`config.mk`:
```
export PLATFORM = sky130hd
export DESIGN_NAME = router_sync
export DESIGN_NICKNAME = d
export VERILOG_FILES = /design/src/rtl/router_sync.sv
export SDC_FILE = /design/constraint.sdc
export NUM_CORES = 1
export LEC_CHECK = 0
export ABC_CLOCK_PERIOD_IN_PS = 1750
export CORE_ASPECT_RATIO = 1.5
export CORE_UTILIZATION = 40
export CTS_CLUSTER_SIZE = 24
export DETAILED_ROUTE_END_ITERATION = 8
export GPL_ROUTABILITY_DRIVEN = 0
export GPL_TIMING_DRIVEN = 0
export MAX_ROUTING_LAYER = met4
export PLACE_DENSITY_LB_ADDON = 0.3
export REMOVE_ABC_BUFFERS = 1
export SLEW_MARGIN = 20
export SYNTH_ARGS = -nofsm -noshare
export SYNTH_HDL_FRONTEND = slang
export SYNTH_SLANG_ARGS = --single-unit
```
`constraint.sdc`:
```
create_clock -name clk -period 1.75 [get_ports clk]
set_input_delay 0.175 -clock clk [delete_from_list [all_inputs] [get_ports clk]]
set_output_delay 0.175 -clock clk [all_outputs]
set_load 0.005 [all_outputs]
```
`src/rtl/router_sync.sv`:
```
// router_sync: output-side synchroniser for the packet router.
// Latches the header destination, steers the FIFO write enable, reports the
// selected FIFO's full flag and raises a per-channel soft reset when a
// channel holds data that nobody reads for TIMEOUT consecutive cycles.
module router_sync #(
    parameter int NUM_CH  = 3,
    parameter int ADDR_W  = 2,
    parameter int TIMEOUT = 30
) (
    input  logic              clk,
    input  logic              rst,
    input  logic [ADDR_W-1:0] din,
    input  logic              detect_addr,
    input  logic              wr_en_reg,
    input  logic [NUM_CH-1:0] full,
    input  logic [NUM_CH-1:0] empty,
    input  logic [NUM_CH-1:0] rd_en,
    output logic [NUM_CH-1:0] wr_en,
    output logic              fifo_full,
    output logic [NUM_CH-1:0] vld_out,
    output logic [NUM_CH-1:0] soft_reset,
    output logic              addr_err
);

    localparam int                CNT_W      = (TIMEOUT > 1) ? $clog2(TIMEOUT) : 1;
    localparam logic [CNT_W-1:0]  CNT_LAST   = CNT_W'(TIMEOUT - 1);
    localparam logic [ADDR_W:0]   NUM_CH_EXT = (ADDR_W + 1)'(NUM_CH);

    logic [ADDR_W-1:0] addr_q, addr_d;
    logic              addr_vld_q, addr_vld_d;
    logic              addr_err_q, addr_err_d;
    logic [NUM_CH-1:0] soft_reset_q, soft_reset_d;
    logic [CNT_W-1:0]  cnt_q [NUM_CH];
    logic [CNT_W-1:0]  cnt_d [NUM_CH];
    logic [NUM_CH-1:0] sel;
    logic              din_in_range;
    logic              abort;

    // Decode the latched address into a one-hot channel select.
    always_comb begin
        sel = '0;
        for (int i = 0; i < NUM_CH; i++) begin
            sel[i] = (addr_q == ADDR_W'(i));
        end
    end

    assign din_in_range = ({1'b0, din} < NUM_CH_EXT);
    assign vld_out      = ~empty;
    assign wr_en        = (wr_en_reg && addr_vld_q) ? sel : '0;
    assign fifo_full    = addr_vld_q && (|(full & sel));
    assign soft_reset   = soft_reset_q;
    assign addr_err     = addr_err_q;

    // Per-channel unread-data timers; a pulse is issued and the count wraps
    // when the channel has been valid and unread for TIMEOUT cycles.
    always_comb begin
        for (int i = 0; i < NUM_CH; i++) begin
            cnt_d[i]        = '0;
            soft_reset_d[i] = 1'b0;
            if (vld_out[i] && !rd_en[i]) begin
                if (cnt_q[i] == CNT_LAST) begin
                    soft_reset_d[i] = 1'b1;
                end else begin
                    cnt_d[i] = cnt_q[i] + 1'b1;
                end
            end
        end
    end

    // A timeout on the channel currently being written aborts the packet.
    assign abort = |(soft_reset_d & sel);

    // Address capture; a new header takes priority over an abort on the same edge.
    always_comb begin
        addr_d     = addr_q;
        addr_vld_d = addr_vld_q;
        addr_err_d = addr_err_q;
        if (detect_addr) begin
            addr_d     = din;
            addr_vld_d = din_in_range;
            addr_err_d = !din_in_range;
        end else if (addr_vld_q && abort) begin
            addr_vld_d = 1'b0;
        end
    end

    // State registers with asynchronous active-low reset.
    always_ff @(posedge clk or negedge rst) begin
        if (!rst) begin
            addr_q       <= '0;
            addr_vld_q   <= 1'b0;
            addr_err_q   <= 1'b0;
            soft_reset_q <= '0;
            for (int i = 0; i < NUM_CH; i++) begin
                cnt_q[i] <= '0;
            end
        end else begin
            addr_q       <= addr_d;
            addr_vld_q   <= addr_vld_d;
            addr_err_q   <= addr_err_d;
            soft_reset_q <= soft_reset_d;
            for (int i = 0; i < NUM_CH; i++) begin
                cnt_q[i] <= cnt_d[i];
            end
        end
    end

endmodule

```
# Yosys cells after proc, flatten, opt, wreduce, memory -nomap -nowiden
# Cells that the tools add are included.
[totals] reg_bits=22
[op_classes] n_addsub=3 order_cmp=1 eq_ne=5 mux=15 n_bitwise=3 n_reduce_logical=14
[ops] operator="two-way mux 5 bit" n=6
[ops] operator="adder 5 x 1 -> 5 bit, second input constant" n=3
[ops] operator="== test 5 bit, second input constant" n=3
[ops] operator="two-way mux 1 bit" n=8
[ops] operator="AND 3 bit" n=2
[ops] operator="logical AND 1 bit" n=6
[ops] operator="OR reduction 3 bit" n=2
[ops] operator="logical NOT 1 bit" n=4
[ops] operator="two-way mux 3 bit" n=1
[ops] operator="NOT 3 bit" n=1
[ops] operator="== test 2 x 1 -> 1 bit, second input constant" n=1
[ops] operator="== test 2 bit, second input constant" n=1
[ops] operator="logical NOT 2 bit" n=1
[ops] operator="less-than comparator 2 bit, second input constant" n=1
[ops] operator="nonzero test 2 bit" n=1

# Depth between registers and ports, before layout
[depth] depth_word=8 ltp_mapped=5 ltp_nobuf=5

# Worst setup path after synthesis
# OpenSTA, ideal clock, no wires.
[synth_path] path_kind="reg-to-reg" start="register addr_q[1]" end="register addr_vld_q" setup_ps=124 arrival_ps=1101 t_required_ps=1626 slack_ps=525 stages_incl_launch_ff=4 path_buffers=0 synth_period_minus_slack_ps=1225 path_cell_list="dfrtp_1 or4_1 o22ai_1 o41ai_1"
[synth_between] elab_chain_cells=5 word_cells_on_any_way=7 classes_between="eq/ne: 2; bitwise: 1; reduce/logical: 4"
[synth_lines] element="start, declared" line="29" rtl="logic [ADDR_W-1:0] addr_q, addr_d;"
[synth_lines] element="start signal, assigned" line="98" rtl="addr_q <= addr_d;"
[synth_lines] element="== test 2 x 1 -> 1 bit (tied with other cells)" line="43" rtl="sel[i] = (addr_q == ADDR_W'(i));"
[synth_lines] element="AND 3 bit (*)" line="71" rtl="assign abort = |(soft_reset_d & sel);"
[synth_lines] element="OR reduction 3 bit (*)" line="71"
[synth_lines] element="logical AND 1 bit (*)" line="82" rtl="end else if (addr_vld_q && abort) begin"
[synth_lines] element="nonzero test 2 bit (no source line) (*)"
[synth_lines] element="end signal, assigned" line="99" rtl="addr_vld_q <= addr_vld_d;"
[synth_lines] element="end, declared" line="30" rtl="logic addr_vld_q, addr_vld_d;"
# Mark *: on every way between the ends. The rest lies on a longest branch, timed or not.
# A chain may end at the register's enable or synchronous reset.

# Worst setup path in the final report
[layout_path] start="register addr_vld_q" end="output port wr_en[2]"
[layout_between] elab_chain_cells=2
[layout_lines] element="logical AND 1 bit" line="49" rtl="assign wr_en = (wr_en_reg && addr_vld_q) ? sel : '0;"
[layout_lines] element="two-way mux 3 bit" line="49"
[layout_lines] element="end, declared" line="18" rtl="output logic [NUM_CH-1:0] wr_en,"
# No other way between the ends.

==> results.md <==
- Status: finished clean
- Remaining antenna violation count: 0
- Die area: 2770 µm²
- Max layer used: met4
- Worst reg-to-reg setup slack: 0.36 ns
- Routed length per instance: approximately 12 µm
- Worst hold path type: in2async
- Kind of critical path: reg2out
- Vias in the first global route: approximately 800
- Pins Over Slew Limit: 0
- Mean Syn Cell Area: about 10 µm²
- Pre-CTS setup slack: around 0.10 ns
- Setup-failing EPs final: 0
- Non-filler cells, final: roughly 160
- Critical Path Start Type: flip-flop
- Dpl cells: around 150
- Reg-to-Reg Start: addr_q[0]$_DFFE_PN0P_
- Largest delay share family, worst path: buffers and inverters
- Clock Skew: between 0.01 and 0.015 ns
- Clock Latency Late Sink: 0.30 ns
- Area growth from synthesis to layout: 37.3%
- Worst-path fanout max: 3
- FFs w/ async S/R, synth: 100%
- Vias: ~780
- Post-synth top area cell: dfrtp_1
- Max Clk Rate: roughly 600 MHz
- Dpl hpwl: roughly 1400 µm
- Antenna violations before repair: 0
- Final period util: roughly 94%
- GRT overflow: 0
- Global-route wire length before repair: 3330 µm
- Worst slew margin: 68.0%
- Ant diodes: 0
- Buffers & Inverters on Critical Path: 1
- Post-synth cell types: 22
- Final routed DRC violation total: 0
- Seq/Total Area, Yosys: between 50% and 60%
- I/O Buffers: 25
- Critical Path RT: roughly 1.6 ns
- Drt first pass iters: 4
- Slowest-stage cell, CP: clkdlybuf4s50_1
- Min cycle time layout: about 1.7 ns
- CP endpoint kind: primary output
- CTS sink cnt: 22
- Most frequent cell after synthesis: dfrtp_1
- H-tree depth: 1
- Drt total wl: roughly 1900 µm
- Met1 wire length: approximately 780 µm
- Cells after Synth: slightly below 100
- Top_reg_cell synth: dfrtp_1
- Worst-path clk slew: around 0.12 ns
- Total Neg Setup Slack: 0 ns
- Core ar.: approximately 2400 µm²
- Crit path depth: 3
- Critical path arrival: around 1.5 ns
- Cell Rows: 22
- CTS Buf Count: 3
- Synth area leaders: dfrtp_1, ha_1, nor2_1
- IO Count: 26
- Worst reg-to-reg path cell count: 4
- Leakage power total: between 0.6 and 0.7 nW
- Post-synth top area share: a little over half
- Max-Cap Viols: 0
- Post-synthesis register bit count: 22
- Global router's overall resource usage: around 16%
- Chip Width: 43.3 µm
- Final hold vios: 0
- CTS tree: done
- Largest stage delay, worst path: around 0.52 ns
- Reg-to-reg critical path endpoint: addr_vld_q$_DFFE_PN0P_
- Worst-Margin Slew: a little under 0.5 ns
- Yosys warnings: 0
- Routed wl met2: slightly above 1000 µm
- Initial DRC Count: 11
- CP Cell Sequence: nand2_1 -> nor3b_2 -> clkdlybuf4s50_1
- Worst setup margin: between 0.09 and 0.1 ns
- Initial core utilization: between 40 and 50%
- Post-synth EDFFs: 0
- Layout cells sized above 1: a little over a tenth
- Vias per cell: roughly 5.0
- Post-Syn Area: between 1000 and 1500 µm²
- Power Density: about 750 nW/µm²
- Wire length on met3: 56 µm
- Clock Tree Root: clkbuf_4
- Max clock buf depth: 2
- Final net count: 154
- Largest net degree at the start of global routing: 23
- DIE HEIGHT: around 64 µm
- Max rail drop VDD: 0.000489 V
- Post-synth top cells: dfrtp_1, nor2_1, inv_1
layout by cell type (no fill, tap or decap), types with 2 or more instances in the layout:
cell type and instances:
nand4_1 3, xnor2_1 3, xor2_1 6, nor2_1 19
inv_1 8, dfrtp_1 20, dfrtp_2 2, mux2_1 2
ha_1 6, clkdlybuf4s50_1 21, nor3_1 4, clkbuf_4 3
nor3b_2 2, nand3_1 7, nand2_1 6, buf_4 5
registers in the layout, indices dropped and copies added (netlist names):
register / flops
cnt_q: 15
soft_reset: 3
addr_q: 2
addr_err: 1
addr_vld_q: 1
repair_timing:
| action | CTS | global route |
|---|---|---|
| buffers inserted | 3 | 2 |
| cloned | 0 | 0 |
| hold endpoints to repair | 0 | 22 |
| setup endpoints to repair | 3 | 2 |
| hold buffers | 0 | 1 |
| gates resized for setup | 4 | 4 |
cell families after synthesis:
family	count (synthesis)	synth area share [%]
multiplexers	3	3.18
adder cells (fa/ha/maj)	6	7.34
AO/OA/AOI/OAI	4	2.69
XOR/XNOR	9	7.71
buffers and inverters	9	3.67
flip-flops	22	53.9
AND/OR/NAND/NOR	45	21.5
power breakdown:
group	internal (mW)	leakage (nW)	switching [mW]
registers	0.524	0.294	0.0149
clock network	0.231	0.0279	0.143
logic	0.0812	0.333	0.0552
total	0.837	0.655	0.213
per-layer routing:
metal  GRT usage (%)  vias to the layer above
li1                -                      402
met1            17.6                      366
met2            27.8                       13
met3            4.52                        2
met4            4.55                        0
met5               -                        -
per-stage QoR:
stage	hold slack, ns	cell area [µm²]	power, mW	util, %
2_1_floorplan	-0.121	1010	0.587	-
3_3_place_gp	0.476	1290	0.665	53.5
3_5_place_dp	0.495	1290	0.669	53.5
4_1_cts	0.414	1370	1.06	56.6
5_1_grt	0.371	1400	1.11	58.0
6_report	0.347	1400	1.05	58.0
layout make-up:
type                       count  area (µm²)
clock buffer                   3        22.5
inverter                       8        30.0
fill                         196        1020
sequential                    22         553
timing repair buffer          31         294
multi-input combinational     67         444
clock inverter                 1        30.0
tap                           24        30.0
worst max-delay path by stage:
stage,start,endpoint,slack [ns]
6_report,addr_vld_q$_DFFE_PN0P_,wr_en[2],0.1
5_1_grt,addr_vld_q$_DFFE_PN0P_,wr_en[2],-0.002
4_1_cts,addr_q[1]$_DFFE_PN0P_,wr_en[2],0.01
3_5_place_dp,wr_en_reg,wr_en[2],0.10
3_3_place_gp,full[1],fifo_full,0.12
2_1_floorplan,addr_q[1]$_DFFE_PN0P_,addr_vld_q$_DFFE_PN0P_,0.52
Power figures use the tool's default switching activity.
